<file path="config.mk">
export PLATFORM = sky130hd
export DESIGN_NAME = bullet_ctrl
export DESIGN_NICKNAME = d
export VERILOG_FILES = /design/src/rtl/bullet_ctrl.sv
export SDC_FILE = /design/constraint.sdc
export NUM_CORES = 1
export LEC_CHECK = 0
export CORE_MARGIN = 2
export CORE_UTILIZATION = 30
export DETAILED_ROUTE_END_ITERATION = 12
export HOLD_SLACK_MARGIN = 0.12
export SLEW_MARGIN = 15
export SYNTH_ARGS = -nofsm -noshare
export SYNTH_HDL_FRONTEND = slang
export SYNTH_SLANG_ARGS = --single-unit
</file>
<file path="constraint.sdc">
create_clock -name clk_i -period 2.28 [get_ports clk_i]
set_input_delay 0.342 -clock clk_i [delete_from_list [all_inputs] [get_ports clk_i]]
set_output_delay 0.342 -clock clk_i [all_outputs]
set_load 0.005 [all_outputs]
</file>
<file path="src/rtl/bullet_ctrl.sv">
// Player-bullet pool manager: spawns a shot at the ship on a fire press,
// moves every live shot upward once per frame, retires shots flagged by the
// hit detector. All outputs come straight from registers.
module bullet_ctrl #(
  parameter int unsigned BulletCount    = 2,
  parameter int unsigned SpeedPx        = 6,
  parameter int unsigned SpawnY         = 440,
  parameter int unsigned XOffset        = 6,
  parameter int unsigned CooldownFrames = 8
) (
  input  logic                   clk_i,
  input  logic                   reset_i,
  input  logic                   frame_tick_i,
  input  logic                   enable_i,
  input  logic                   fire_i,
  input  logic [9:0]             player_xpos_i,
  input  logic                   bhit_i          [BulletCount],
  output logic [9:0]             bullet_xpos_o   [BulletCount],
  output logic [9:0]             bullet_ypos_o   [BulletCount],
  output logic [BulletCount-1:0] bullet_active_o,
  output logic [15:0]            shots_o
);

  localparam int unsigned CdW = (CooldownFrames > 0) ? $clog2(CooldownFrames + 1) : 1;

  localparam logic [9:0]     SpawnYW   = 10'(SpawnY);
  localparam logic [9:0]     XOffsetW  = 10'(XOffset);
  localparam logic [9:0]     SpeedW    = 10'(SpeedPx);
  localparam logic [9:0]     ParkY     = 10'd1023;
  localparam logic [CdW-1:0] CooldownW = CdW'(CooldownFrames);

  typedef enum logic {StIdle, StActive} slot_state_e;

  slot_state_e      state_q [BulletCount];
  slot_state_e      state_d [BulletCount];
  logic [9:0]       xpos_q  [BulletCount];
  logic [9:0]       xpos_d  [BulletCount];
  logic [9:0]       ypos_q  [BulletCount];
  logic [9:0]       ypos_d  [BulletCount];
  logic             pending_q, pending_d;
  logic             fire_prev_q;
  logic [CdW-1:0]   cooldown_q, cooldown_d;
  logic [15:0]      shots_q, shots_d;

  logic                   fire_rise;
  logic                   pending_eff;
  logic                   spawn;
  logic [BulletCount-1:0] free;
  logic [BulletCount-1:0] spawn_sel;

  // Spawn decision and shared counters; free mask is taken from registered state
  // so a slot retiring this cycle cannot be reused until next cycle.
  always_comb begin
    fire_rise   = fire_i & ~fire_prev_q;
    // An edge arriving together with the tick still counts for that tick.
    pending_eff = pending_q | fire_rise;
    for (int j = 0; j < BulletCount; j++) begin
      free[j] = (state_q[j] == StIdle);
    end
    // Isolate lowest set bit: lowest-index idle slot.
    spawn_sel = free & (~free + BulletCount'(1));
    spawn     = frame_tick_i & pending_eff & (cooldown_q == '0) & enable_i & (|free);

    pending_d  = pending_eff;
    cooldown_d = cooldown_q;
    shots_d    = shots_q;
    if (!enable_i) begin
      pending_d  = 1'b0;
      cooldown_d = '0;
    end else if (frame_tick_i) begin
      pending_d = 1'b0;
      if (spawn) begin
        cooldown_d = CooldownW;
        shots_d    = shots_q + 16'd1;
      end else if (cooldown_q != '0) begin
        cooldown_d = cooldown_q - CdW'(1);
      end
    end
  end

  // Per-slot next state: disable > retire > move; spawn only into idle slots.
  always_comb begin
    for (int j = 0; j < BulletCount; j++) begin
      state_d[j] = state_q[j];
      xpos_d[j]  = xpos_q[j];
      ypos_d[j]  = ypos_q[j];
      if (!enable_i) begin
        state_d[j] = StIdle;
        xpos_d[j]  = '0;
        ypos_d[j]  = ParkY;
      end else begin
        unique case (state_q[j])
          StIdle: begin
            if (spawn && spawn_sel[j]) begin
              state_d[j] = StActive;
              xpos_d[j]  = player_xpos_i + XOffsetW;
              ypos_d[j]  = SpawnYW;
            end
          end
          StActive: begin
            if (bhit_i[j]) begin
              state_d[j] = StIdle;
              xpos_d[j]  = '0;
              ypos_d[j]  = ParkY;
            end else if (frame_tick_i) begin
              // Wraps on underflow; the hit detector retires it off-screen.
              ypos_d[j] = ypos_q[j] - SpeedW;
            end
          end
          default: ;
        endcase
      end
    end
  end

  // State registers; fire_prev resets high so a button held through reset is ignored.
  always_ff @(posedge clk_i or posedge reset_i) begin
    if (reset_i) begin
      for (int j = 0; j < BulletCount; j++) begin
        state_q[j] <= StIdle;
        xpos_q[j]  <= '0;
        ypos_q[j]  <= ParkY;
      end
      pending_q   <= 1'b0;
      fire_prev_q <= 1'b1;
      cooldown_q  <= '0;
      shots_q     <= '0;
    end else begin
      for (int j = 0; j < BulletCount; j++) begin
        state_q[j] <= state_d[j];
        xpos_q[j]  <= xpos_d[j];
        ypos_q[j]  <= ypos_d[j];
      end
      pending_q   <= pending_d;
      fire_prev_q <= fire_i;
      cooldown_q  <= cooldown_d;
      shots_q     <= shots_d;
    end
  end

  // Outputs driven directly from the registers.
  always_comb begin
    for (int j = 0; j < BulletCount; j++) begin
      bullet_xpos_o[j]   = xpos_q[j];
      bullet_ypos_o[j]   = ypos_q[j];
      bullet_active_o[j] = (state_q[j] == StActive);
    end
    shots_o = shots_q;
  end

endmodule

</file>
== Yosys cells after proc, flatten, opt, wreduce, memory -nomap -nowiden ==
Index checks and enable logic that the tools add are counted.
Storage, ports and cells
  logic and storage cells: 78
  bits of input ports: 17
  output and inout bits: 58
  register bits: 64
  memory bits (writable): 0
  latch bits: 0
  memory bits (read-only): 0
  memories kept: 0
Operators by class
  shift-type cells: 0
  magnitude comparators: 0
  bitwise gates (word level): 11
  reductions and logical operators: 11
  eq/ne operators: 8
  add/subtract/negate cells: 6
  multipliers: 0
  divide/modulo/power cells: 0
  mux-type cells: 32
Operators by type and width (number)
  $mux W10: 14
  $pmux W10 S2: 4
  $sub A10 B3 Y10 const B: 2
  $add A16 B1 Y16 const B: 1
  $mux W4: 4
  $add A10 B3 Y10 const B: 1
  $reduce_and A2 Y1: 5
  $mux W1: 8
  $ne A4 B4 Y1 const B: 2
  $ne A3 B2 Y1 const B: 2
  $ne A3 B3 Y1 const B: 2
  $and A1 B1 Y1: 5
  $logic_not A4 Y1: 1
  $pmux W1 S2: 2
  $reduce_bool A4 Y1: 1
  $sub A4 B1 Y4 const B: 1
  $ne A3 B1 Y1 const B: 1
  $not A1 Y1: 3
  $reduce_and A3 Y1: 1
  $add A2 B1 Y2 const B: 1
  $and A2 B2 Y2: 1
  $logic_and A1 B1 Y1: 2
  $ne A2 B2 Y1 const B: 1
  $not A2 Y2: 1
  other kinds (2): 2

== Longest topological paths before layout ==
Gate-level depths: netlist of the first run.
  word-level depth: 11
  depth in mapped cells: 9
  depth with buffers taken out: 6

== Worst setup path after synthesis of the first run ==
OpenSTA, ideal clock, no wires.
  path type: register to register
  from: register cooldown_q[0]
  to: register ypos_q (netlist bit bullet_ypos_o[15])
  required time: 2.205 ns
  setup time: 0.075 ns
  stages on the path, launching flop included: 7
  path buffers: 0
  slack: 0.365 ns
  period minus slack after synthesis: 1.915 ns
  data arrival time: 1.840 ns
  cell sequence: dfrtp_1 -> inv_1 -> ha_1 -> nor3b_1 -> o211ai_1 -> a2111oi_0 -> mux2i_1
Between the ends
  cells in the longest elaborated chain, start to end: 7
Ends and longest elaborated chain
  from (decl): line 42  | logic [CdW-1:0] cooldown_q, cooldown_d;
  from (signal assigned): line 136  | cooldown_q <= cooldown_d;
  $logic_not A4 Y1: line 62  | spawn = frame_tick_i & pending_eff & (cooldown_q == '0) & enable_i & (|free);
  $and A1 B1 Y1 (3 in a row): line 62
  $logic_and A1 B1 Y1: line 94  | if (spawn && spawn_sel[j]) begin
  $ne A3 B2 Y1 (no line)
  $reduce_and A2 Y1 (no line)
  to (signal, indexed assignment): line 122  | ypos_q[j] <= ParkY;
  to (signal, indexed assignment): line 132  | ypos_q[j] <= ypos_d[j];
  to (decl): line 38  | logic [9:0] ypos_q [BulletCount];
No other way between the ends.
A chain may end at the register's enable or synchronous reset.

== Final worst setup path of the first run ==
  from: register cooldown_q[0]
  to: register ypos_q (netlist bit bullet_ypos_o[14])
The elaborated chain is that of the path after synthesis.

==> impl_results.html, run 1 <==
<table>
<tr><th>Metric</th><th>Value</th></tr>
<tr><th colspan="2">Synth</th></tr>
<tr><td>YS warnings</td><td>0</td></tr>
<tr><td>Proportion of synthesized flip-flops having asynchronous set or reset</td><td>1.00</td></tr>
<tr><td>Xor/xnor share of the synthesized area</td><td>0.0671</td></tr>
<tr><td>Area of the mapped netlist</td><td>3260 um^2</td></tr>
<tr><td>Share of cell area taken by muxes after synthesis</td><td>0.0253</td></tr>
<tr><td>Simple-gate share of the synthesized area</td><td>0.204</td></tr>
<tr><td>Nets in the synthesized netlist</td><td>344</td></tr>
<tr><td>Synthesized-area fraction occupied by adder cells</td><td>0.0192</td></tr>
<tr><td>Mean instance size in the synthesized netlist</td><td>10.1 um^2</td></tr>
<tr><td>Main flop type after synthesis</td><td>sky130_fd_sc_hd__dfrtp_1</td></tr>
<tr><td>Instance count of the mapped netlist</td><td>322</td></tr>
<tr><td>Main combinational cell family by area after synthesis</td><td>simple AND/OR/NAND/NOR gates</td></tr>
<tr><td>Compound-gate portion of the synthesized area</td><td>0.154</td></tr>
<tr><td>Count of distinct cell types in the synthesized netlist</td><td>54</td></tr>
<tr><td>Seq/Total Area, Yosys</td><td>0.499</td></tr>
<tr><td>Number of flip-flops and latches in the synthesized netlist</td><td>64</td></tr>
<tr><td>Number of flops mapped to enable cells by yosys</td><td>0</td></tr>
<tr><th colspan="2">GRT</th></tr>
<tr><td>Met3 demand-to-capacity share in global routing</td><td>0.0434</td></tr>
<tr><td>Met1 Track Usage GR</td><td>0.200</td></tr>
<tr><td>Overall global routing resource usage</td><td>0.151</td></tr>
<tr><td>Maximum number of pins on one net before global-route repair</td><td>33</td></tr>
<tr><td>Global Route met2 Usage</td><td>0.244</td></tr>
<tr><td>Initial antenna violation count</td><td>0</td></tr>
<tr><td>First-pass GRT wire length</td><td>14,000 um</td></tr>
<tr><td>Total overflow reported by the global router</td><td>0</td></tr>
<tr><td>Most Used Layer, Global Route</td><td>met2</td></tr>
<tr><td>Via count of the first global-routing pass</td><td>2,801</td></tr>
<tr><th colspan="2">Worst setup path</th></tr>
<tr><td>Sequence of cells on the critical path</td><td>inv_1 &gt; ha_1 &gt; and3b_1 &gt; o2111ai_1 &gt; and3_2 &gt; mux2i_1</td></tr>
<tr><td>CP peak stage delay</td><td>0.41 ns</td></tr>
<tr><td>Reg-to-reg setup timing slack</td><td>0.31 ns</td></tr>
<tr><td>Setup crit end kind</td><td>flop</td></tr>
<tr><td>Arr. time, crit path</td><td>2.26 ns</td></tr>
<tr><td>Critical path type</td><td>flop to flop</td></tr>
<tr><td>R2R Path End</td><td>bullet_ypos_o[14]$_DFFE_PP1P_</td></tr>
<tr><td>Kind of cell with the highest combined delay on the critical path</td><td>simple AND/OR/NAND/NOR gates</td></tr>
<tr><td>Worst Path Buf+Inv</td><td>1</td></tr>
<tr><td>Nature of the critical path startpoint</td><td>flop</td></tr>
<tr><td>Origin of the worst setup path</td><td>cooldown_q[0]$_DFFE_PP0P_</td></tr>
<tr><td>Depth of the worst register-to-register path</td><td>6</td></tr>
<tr><td>Data required time of the critical path</td><td>2.57 ns</td></tr>
<tr><td>Maximum fanout count along the critical path</td><td>10</td></tr>
<tr><td>Slowest stage cell, crit path</td><td>sky130_fd_sc_hd__o2111ai_1</td></tr>
<tr><td>R2r startpoint</td><td>cooldown_q[0]$_DFFE_PP0P_</td></tr>
<tr><th colspan="2">Timing</th></tr>
<tr><td>Setup TNS Final</td><td>0 ns</td></tr>
<tr><td>Highest Clock Rate</td><td>0.506 GHz</td></tr>
<tr><td>Number of hold violations in the final report</td><td>0</td></tr>
<tr><td>Final setup violating endpoints</td><td>0</td></tr>
<tr><td>RSZ-0062 raised after global routing</td><td>no</td></tr>
<tr><td>Max-slew violation count</td><td>0</td></tr>
<tr><td>Worst Max-Slew Pin Slew</td><td>0.717 ns</td></tr>
<tr><td>Layout Skew</td><td>0.0123 ns</td></tr>
<tr><td>Tmin final</td><td>1.97 ns</td></tr>
<tr><td>Tightest slew margin relative to the limit</td><td>0.521</td></tr>
<tr><td>Post-route clock period utilization</td><td>0.866</td></tr>
<tr><th colspan="2">Drt</th></tr>
<tr><td>Number of remaining DRC errors</td><td>0</td></tr>
<tr><td>Drt wl/cell</td><td>14.9 um</td></tr>
<tr><td>Drt first pass iters</td><td>4</td></tr>
<tr><td>Post-DR vias/cell</td><td>4.99</td></tr>
<tr><td>Total number of vias</td><td>2,794</td></tr>
<tr><td>Number of DRC violations after detailed-routing iteration 0</td><td>134</td></tr>
<tr><td>Antenna-violating nets left</td><td>0</td></tr>
<tr><td>Total wirelength of the detailed-routed design</td><td>8340 um</td></tr>
<tr><th colspan="2">Power and ir drop</th></tr>
<tr><td>Leak pwr</td><td>1.82 nW</td></tr>
<tr><td>Share of total power in the clock network</td><td>0.336</td></tr>
<tr><td>Switching share of power</td><td>0.305</td></tr>
<tr><td>Reg power frac</td><td>0.448</td></tr>
<tr><td>Cell internal power dissipation</td><td>2.10 mW</td></tr>
<tr><td>Gate power share</td><td>0.216</td></tr>
<tr><td>Pwr dens</td><td>674 nW/um^2</td></tr>
<tr><td>Power dissipated by switching net loads</td><td>923 uW</td></tr>
<tr><td>VDD IR-drop max</td><td>0.255 mV</td></tr>
<tr><th colspan="2">Cells and area</th></tr>
<tr><td>Layout cell share with drive strength beyond 1</td><td>0.155</td></tr>
<tr><td>Most frequent standard cell in the layout excluding fill and tap cells</td><td>sky130_fd_sc_hd__clkdlybuf4s50_1</td></tr>
<tr><td>Layout overhead on the synthesized area</td><td>37.6%</td></tr>
<tr><td>Net count, final</td><td>437</td></tr>
<tr><td>Total non-filler cell area in the finished layout</td><td>4490 um^2</td></tr>
<tr><td>Antenna Cells</td><td>0</td></tr>
<tr><td>Commonest cells after routing, fill and taps aside</td><td>74 x sky130_fd_sc_hd__clkdlybuf4s50_1, 43 x sky130_fd_sc_hd__dfrtp_1, 28 x sky130_fd_sc_hd__nand2_1, 23 x sky130_fd_sc_hd__nand3_1, 21 x sky130_fd_sc_hd__dfstp_2</td></tr>
<tr><th colspan="2">Clock tree</th></tr>
<tr><td>Number of buffers added for setup after CTS</td><td>0</td></tr>
<tr><td>CTS clock-pin slew for the worst setup and hold paths</td><td>0.08 ns</td></tr>
<tr><td>Clock insertion delay at the later pin of the skew report</td><td>0.35 ns</td></tr>
<tr><td>Clock tree from TritonCTS</td><td>built</td></tr>
<tr><td>Maximum clock insertion buffer count</td><td>2</td></tr>
<tr><td>Resized Gates After CTS</td><td>0</td></tr>
<tr><td>TritonCTS Sinks</td><td>64</td></tr>
<tr><td>Number of buffers inserted during clock tree synthesis</td><td>9</td></tr>
<tr><td>Htree depth</td><td>3</td></tr>
<tr><td>Library cell used as clock root buffer</td><td>sky130_fd_sc_hd__clkbuf_8</td></tr>
<tr><td>Number of buffers inserted by hold repair at cts</td><td>0</td></tr>
<tr><th colspan="2">Placement</th></tr>
<tr><td>DPL Wire Length</td><td>6080 um</td></tr>
<tr><td>Port Buf Inserts</td><td>74</td></tr>
<tr><td>RePlAce Congestion</td><td>0.779</td></tr>
<tr><td>Placed Area</td><td>4290 um^2</td></tr>
<tr><th colspan="2">Die</th></tr>
<tr><td>Die X-Extent</td><td>108 um</td></tr>
<tr><td>Boundary pin count</td><td>75</td></tr>
<tr><td>Die Area</td><td>11,700 um^2</td></tr>
<tr><td>Site Rows</td><td>38</td></tr>
<tr><td>Starting density of the core</td><td>0.304</td></tr>
<tr><td>Die outline height</td><td>108 um</td></tr>
<tr><td>Area of the core</td><td>10,700 um^2</td></tr>
<tr><th colspan="2">Job</th></tr>
<tr><td>Max-cap violations</td><td>0</td></tr>
<tr><th colspan="2">Outcome</th></tr>
<tr><td>Result of the run</td><td>finished, final reports clean</td></tr>
<tr><th colspan="2">Hold path</th></tr>
<tr><td>Class of the tightest hold or removal check</td><td>primary input to asynchronous set/reset pin</td></tr>
</table>
==> stage by stage <==
stage                     power [mW]  instances  setup slack (ns)  utilization  hold slack (ns)
after global placement          2.02        544             0.101        0.399            0.451
after floorplan                 1.71        322             0.365            -            0.346
final                           3.02        560             0.306        0.418            0.317
after global routing            3.20        560            0.0750        0.418            0.358
after detailed placement        2.03        544            0.0592        0.399            0.454
after CTS                       3.05        560             0.272        0.418            0.319
==> routing by layer <==
metal | vias up | part of all wire
li1 | 1368 | -
met1 | 1356 | 0.47
met2 | 60 | 0.48
met3 | 10 | 0.049
met4 | 0 | 0.010
met5 | - | 0
==> state kept, by name, indices dropped and copies added, names as in the netlist <==
name             cells
bullet_xpos_o       20
cooldown_q           4
bullet_ypos_o       20
fire_prev_q          1
pending_q            1
shots_o             16
bullet_active_o      2
==> final cells by class <==
cell class | instances | area (um^2)
fill | 1084 | 6260
sequential | 64 | 1630
multi-input combinational | 234 | 1530
timing repair buffer | 94 | 903
tap | 140 | 175
clock buffer | 9 | 124
clock inverter | 7 | 77.6
inverter | 12 | 45.0
==> synth_stat cells, types with 3 or more instances <==
cell type                   count  area (um^2)
sky130_fd_sc_hd__mux2i_1        6         60.1
sky130_fd_sc_hd__ha_1           5         62.6
sky130_fd_sc_hd__nor4_1         3         18.8
sky130_fd_sc_hd__nor2b_1        3         18.8
sky130_fd_sc_hd__o31ai_1        8         60.1
sky130_fd_sc_hd__nand4_1        8         50.1
sky130_fd_sc_hd__nand2b_1       7         43.8
sky130_fd_sc_hd__o21a_1         3         22.5
sky130_fd_sc_hd__xor2_1         9         78.8
sky130_fd_sc_hd__nand2_1       28          105
sky130_fd_sc_hd__clkbuf_1       8         30.0
sky130_fd_sc_hd__a21oi_1       12         60.1
sky130_fd_sc_hd__and2_1         5         31.3
sky130_fd_sc_hd__nand3_1       23          115
sky130_fd_sc_hd__nor3_1        12         60.1
sky130_fd_sc_hd__dfstp_2       21          552
sky130_fd_sc_hd__o211ai_1       3         22.5
sky130_fd_sc_hd__nor3b_1        4         30.0
sky130_fd_sc_hd__xnor2_1       16          140
sky130_fd_sc_hd__o21ai_0       13         65.1
sky130_fd_sc_hd__dfrtp_1       43         1080
sky130_fd_sc_hd__and3_1         7         43.8
sky130_fd_sc_hd__o2bb2ai_1      8         70.1
sky130_fd_sc_hd__inv_1         12         45.0
sky130_fd_sc_hd__nor2_1        13         48.8
sky130_fd_sc_hd__o2111ai_1      3         26.3
==> worst register-to-register path: stages (launching register included) <==
cell	delay (ns)
sky130_fd_sc_hd__dfrtp_1	0.40
sky130_fd_sc_hd__inv_1	0.08
sky130_fd_sc_hd__ha_1	0.23
sky130_fd_sc_hd__and3b_1	0.32
sky130_fd_sc_hd__o2111ai_1	0.41
sky130_fd_sc_hd__and3_2	0.36
sky130_fd_sc_hd__mux2i_1	0.13
==> power groups by stage <==
stage	combinational, mW	sequential, mW	clock (mW)
5_1_grt	0.732	1.38	1.10
2_1_floorplan	0.354	1.35	0
6_report	0.654	1.36	1.01
4_1_cts	0.660	1.36	1.04
3_5_place_dp	0.656	1.38	0
3_3_place_gp	0.640	1.38	0
==> worst max-delay path by stage <==
stage / end / cells past startpoint
after global placement: bullet_xpos_o[18]$_DFFE_PP0P_ / 6
after floorplan: bullet_active_o[0]$_DFF_PP0_ / 1
after global routing: bullet_ypos_o[14]$_DFFE_PP1P_ / 6
after detailed placement: bullet_xpos_o[18]$_DFFE_PP0P_ / 6
final: bullet_ypos_o[14]$_DFFE_PP1P_ / 6
after CTS: bullet_ypos_o[14]$_DFFE_PP1P_ / 6
==> cell families after synthesis <==
logic type,Yosys count
mux,8
compound gates,71
buf+inv,24
xor+xnor,25
flops,64
fa+ha+maj,5
simple gates,125
Power figures use the tool's default switching activity.
==> inputs of run 2 (changes only) <==
Settings changed: CORE_UTILIZATION 30 to 40, PLACE_DENSITY set to 0.66, SETUP_SLACK_MARGIN set to 0.05.
==> impl_results.html, run 2 (synthesis results as in run 1) <==
<table>
<tr><th>Metric</th><th>Value</th></tr>
<tr><th colspan="2">Drt</th></tr>
<tr><td>Antenna-violating nets left</td><td>0 (unchanged)</td></tr>
<tr><td>Drt first pass iters</td><td>4 (unchanged)</td></tr>
<tr><td>Total number of vias</td><td>2,799 (+0.18%)</td></tr>
<tr><td>Number of remaining DRC errors</td><td>0 (unchanged)</td></tr>
<tr><td>Drt wl/cell</td><td>15.4 um (+3.1%)</td></tr>
<tr><td>Post-DR vias/cell</td><td>5.38 (+7.9%)</td></tr>
<tr><td>Total wirelength of the detailed-routed design</td><td>7990 um (-4.3%)</td></tr>
<tr><td>Number of DRC violations after detailed-routing iteration 0</td><td>127 (-5.2%)</td></tr>
<tr><th colspan="2">Timing</th></tr>
<tr><td>Final setup violating endpoints</td><td>0 (unchanged)</td></tr>
<tr><td>Tightest slew margin relative to the limit</td><td>0.676 (+0.155)</td></tr>
<tr><td>Tmin final</td><td>1.94 ns (-0.0387 ns)</td></tr>
<tr><td>Number of hold violations in the final report</td><td>0 (unchanged)</td></tr>
<tr><td>Highest Clock Rate</td><td>0.517 GHz (+2.0%)</td></tr>
<tr><td>RSZ-0062 raised after global routing</td><td>no</td></tr>
<tr><td>Worst Max-Slew Pin Slew</td><td>0.473 ns (-0.244 ns)</td></tr>
<tr><td>Layout Skew</td><td>0.00838 ns (-0.00393 ns)</td></tr>
<tr><td>Post-route worst hold slack</td><td>0.375 ns (+0.0583 ns)</td></tr>
<tr><td>Setup TNS Final</td><td>0 ns (unchanged)</td></tr>
<tr><td>Max-slew violation count</td><td>0 (unchanged)</td></tr>
<tr><td>Post-route clock period utilization</td><td>0.849 (-0.0170)</td></tr>
<tr><th colspan="2">Outcome</th></tr>
<tr><td>Result of the run</td><td>finished, final reports clean</td></tr>
<tr><th colspan="2">Cells and area</th></tr>
<tr><td>Commonest cells after routing, fill and taps aside</td><td>74 x sky130_fd_sc_hd__clkdlybuf4s50_1, 43 x sky130_fd_sc_hd__dfrtp_1, 28 x sky130_fd_sc_hd__nand2_1, 23 x sky130_fd_sc_hd__nand3_1, 21 x sky130_fd_sc_hd__dfstp_2</td></tr>
<tr><td>Most frequent standard cell in the layout excluding fill and tap cells</td><td>sky130_fd_sc_hd__clkdlybuf4s50_1</td></tr>
<tr><td>Total non-filler cell area in the finished layout</td><td>4420 um^2 (-1.5%)</td></tr>
<tr><td>Layout overhead on the synthesized area</td><td>35.5%</td></tr>
<tr><td>Antenna Cells</td><td>0 (unchanged)</td></tr>
<tr><td>Layout cell share with drive strength beyond 1</td><td>0.148 (-0.00644)</td></tr>
<tr><td>Net count, final</td><td>435 (-0.46%)</td></tr>
<tr><th colspan="2">Power and ir drop</th></tr>
<tr><td>VDD IR-drop max</td><td>0.282 mV (+10%)</td></tr>
<tr><td>Leak pwr</td><td>1.81 nW (-0.56%)</td></tr>
<tr><td>Pwr dens</td><td>675 nW/um^2 (about the same)</td></tr>
<tr><th colspan="2">Worst setup path</th></tr>
<tr><td>Arr. time, crit path</td><td>2.21 ns (-0.05 ns)</td></tr>
<tr><td>Sequence of cells on the critical path</td><td>inv_1 &gt; ha_1 &gt; nor3b_1 &gt; o211ai_1 &gt; a2111oi_0 &gt; mux2i_1</td></tr>
<tr><td>CP peak stage delay</td><td>0.50 ns (+0.09 ns)</td></tr>
<tr><td>Setup crit end kind</td><td>flop</td></tr>
<tr><td>R2r startpoint</td><td>cooldown_q[0]$_DFFE_PP0P_</td></tr>
<tr><td>Critical path type</td><td>flop to flop</td></tr>
<tr><td>Nature of the critical path startpoint</td><td>flop</td></tr>
<tr><td>R2R Path End</td><td>bullet_ypos_o[15]$_DFFE_PP1P_</td></tr>
<tr><td>Reg-to-reg setup timing slack</td><td>0.34 ns (+0.04 ns)</td></tr>
<tr><td>Maximum fanout count along the critical path</td><td>5 (-5)</td></tr>
<tr><td>Depth of the worst register-to-register path</td><td>6 (unchanged)</td></tr>
<tr><td>Data required time of the critical path</td><td>2.56 ns (about the same)</td></tr>
<tr><td>Slowest stage cell, crit path</td><td>sky130_fd_sc_hd__a2111oi_0</td></tr>
<tr><th colspan="2">Clock tree</th></tr>
<tr><td>Number of buffers inserted by hold repair at cts</td><td>0 (unchanged)</td></tr>
<tr><td>TritonCTS Sinks</td><td>64 (unchanged)</td></tr>
<tr><td>CTS clock-pin slew for the worst setup and hold paths</td><td>0.07 ns (about the same)</td></tr>
<tr><td>Clock insertion delay at the later pin of the skew report</td><td>0.34 ns (about the same)</td></tr>
<tr><td>Library cell used as clock root buffer</td><td>sky130_fd_sc_hd__clkbuf_8</td></tr>
<tr><td>Number of buffers inserted during clock tree synthesis</td><td>9 (unchanged)</td></tr>
<tr><td>Resized Gates After CTS</td><td>0 (unchanged)</td></tr>
<tr><td>Number of buffers added for setup after CTS</td><td>0 (unchanged)</td></tr>
<tr><td>Maximum clock insertion buffer count</td><td>2 (unchanged)</td></tr>
<tr><td>Clock tree from TritonCTS</td><td>built</td></tr>
<tr><td>Htree depth</td><td>3 (unchanged)</td></tr>
<tr><th colspan="2">Hold path</th></tr>
<tr><td>Class of the tightest hold or removal check</td><td>primary input to asynchronous set/reset pin</td></tr>
<tr><th colspan="2">Die</th></tr>
<tr><td>Area of the core</td><td>7810 um^2 (-27%)</td></tr>
<tr><td>Starting density of the core</td><td>0.418 (+0.114)</td></tr>
<tr><td>Die Area</td><td>8890 um^2 (-24%)</td></tr>
<tr><td>Die X-Extent</td><td>94.3 um (-13%)</td></tr>
<tr><td>Boundary pin count</td><td>75 (unchanged)</td></tr>
<tr><td>Die outline height</td><td>94.3 um (-13%)</td></tr>
<tr><td>Site Rows</td><td>32 (-16%)</td></tr>
<tr><th colspan="2">GRT</th></tr>
<tr><td>Overall global routing resource usage</td><td>0.191 (+0.0397)</td></tr>
<tr><td>First-pass GRT wire length</td><td>13,200 um (-5.3%)</td></tr>
<tr><td>Maximum number of pins on one net before global-route repair</td><td>65 (+97%)</td></tr>
<tr><td>Via count of the first global-routing pass</td><td>2,724 (-2.7%)</td></tr>
<tr><td>Total overflow reported by the global router</td><td>0 (unchanged)</td></tr>
<tr><td>Initial antenna violation count</td><td>0 (unchanged)</td></tr>
<tr><th colspan="2">Placement</th></tr>
<tr><td>DPL Wire Length</td><td>5750 um (-5.5%)</td></tr>
<tr><td>Placed Area</td><td>4220 um^2 (-1.5%)</td></tr>
<tr><td>RePlAce Congestion</td><td>0.795 (+2.0%)</td></tr>
<tr><td>Port Buf Inserts</td><td>74 (unchanged)</td></tr>
<tr><th colspan="2">Job</th></tr>
<tr><td>Max-cap violations</td><td>0 (unchanged)</td></tr>
</table>
-- run 2: metrics by stage --
step	setup slack, ns	power (mW)	instances	util
finish	0.344	2.98	520	0.566
floorplan	0.365	1.71	322	-
global placement	0.203	2.01	504	0.541
detailed placement	0.194	2.03	504	0.541
CTS	0.325	3.02	520	0.566
global route	0.163	3.14	520	0.566
-- run 2: worst max path at each step --
stage                                          from                       endpoint  slack [ns]  cells after the start
after floorplan                             reset_i   bullet_active_o[0]$_DFF_PP0_        0.37                      1
after global placement                       fire_i  bullet_ypos_o[15]$_DFFE_PP1P_        0.20                      6
after detailed placement                     fire_i  bullet_ypos_o[15]$_DFFE_PP1P_        0.19                      6
after CTS                 cooldown_q[0]$_DFFE_PP0P_  bullet_ypos_o[15]$_DFFE_PP1P_        0.33                      6
after global routing      cooldown_q[0]$_DFFE_PP0P_  bullet_ypos_o[15]$_DFFE_PP1P_        0.16                      6
final                     cooldown_q[0]$_DFFE_PP0P_  bullet_ypos_o[15]$_DFFE_PP1P_        0.34                      6
-- run 2: critical path: cells and delay by family, from the launching register on --
| family | cells | cell delay, ns |
|---|---|---|
| compound gates | 2 | 0.66 |
| flops | 1 | 0.40 |
| simple gates | 1 | 0.27 |
| mux | 1 | 0.24 |
| fa+ha+maj | 1 | 0.21 |
| buf+inv | 1 | 0.09 |
-- run 2: area by class of cell --
type                       instances  area (um^2)
sequential                        64         1630
multi-input combinational        234         1530
tap                              102          128
timing repair buffer              92          888
clock inverter                     5         56.3
fill                             735         3390
clock buffer                      11          141
inverter                          12         45.0
-- run 2: layer usage --
| layer | GRT usage | wire (um) | vias to the layer above |
|---|---|---|---|
| met1 | 0.257 | 3610 | 1360 |
| met3 | 0.0449 | 441 | 10 |
| met2 | 0.297 | 3800 | 64 |
| li1 | - | - | 1365 |
| met5 | 0 | 0 | - |
| met4 | 0.0797 | 133 | 0 |
-- run 2: report_power, final --
group          internal, mW  total (mW)  switching (mW)
Sequential             1.25        1.35           0.108
Combinational         0.340       0.647           0.307
Clock                 0.533       0.980           0.447
Total                  2.12        2.98           0.862
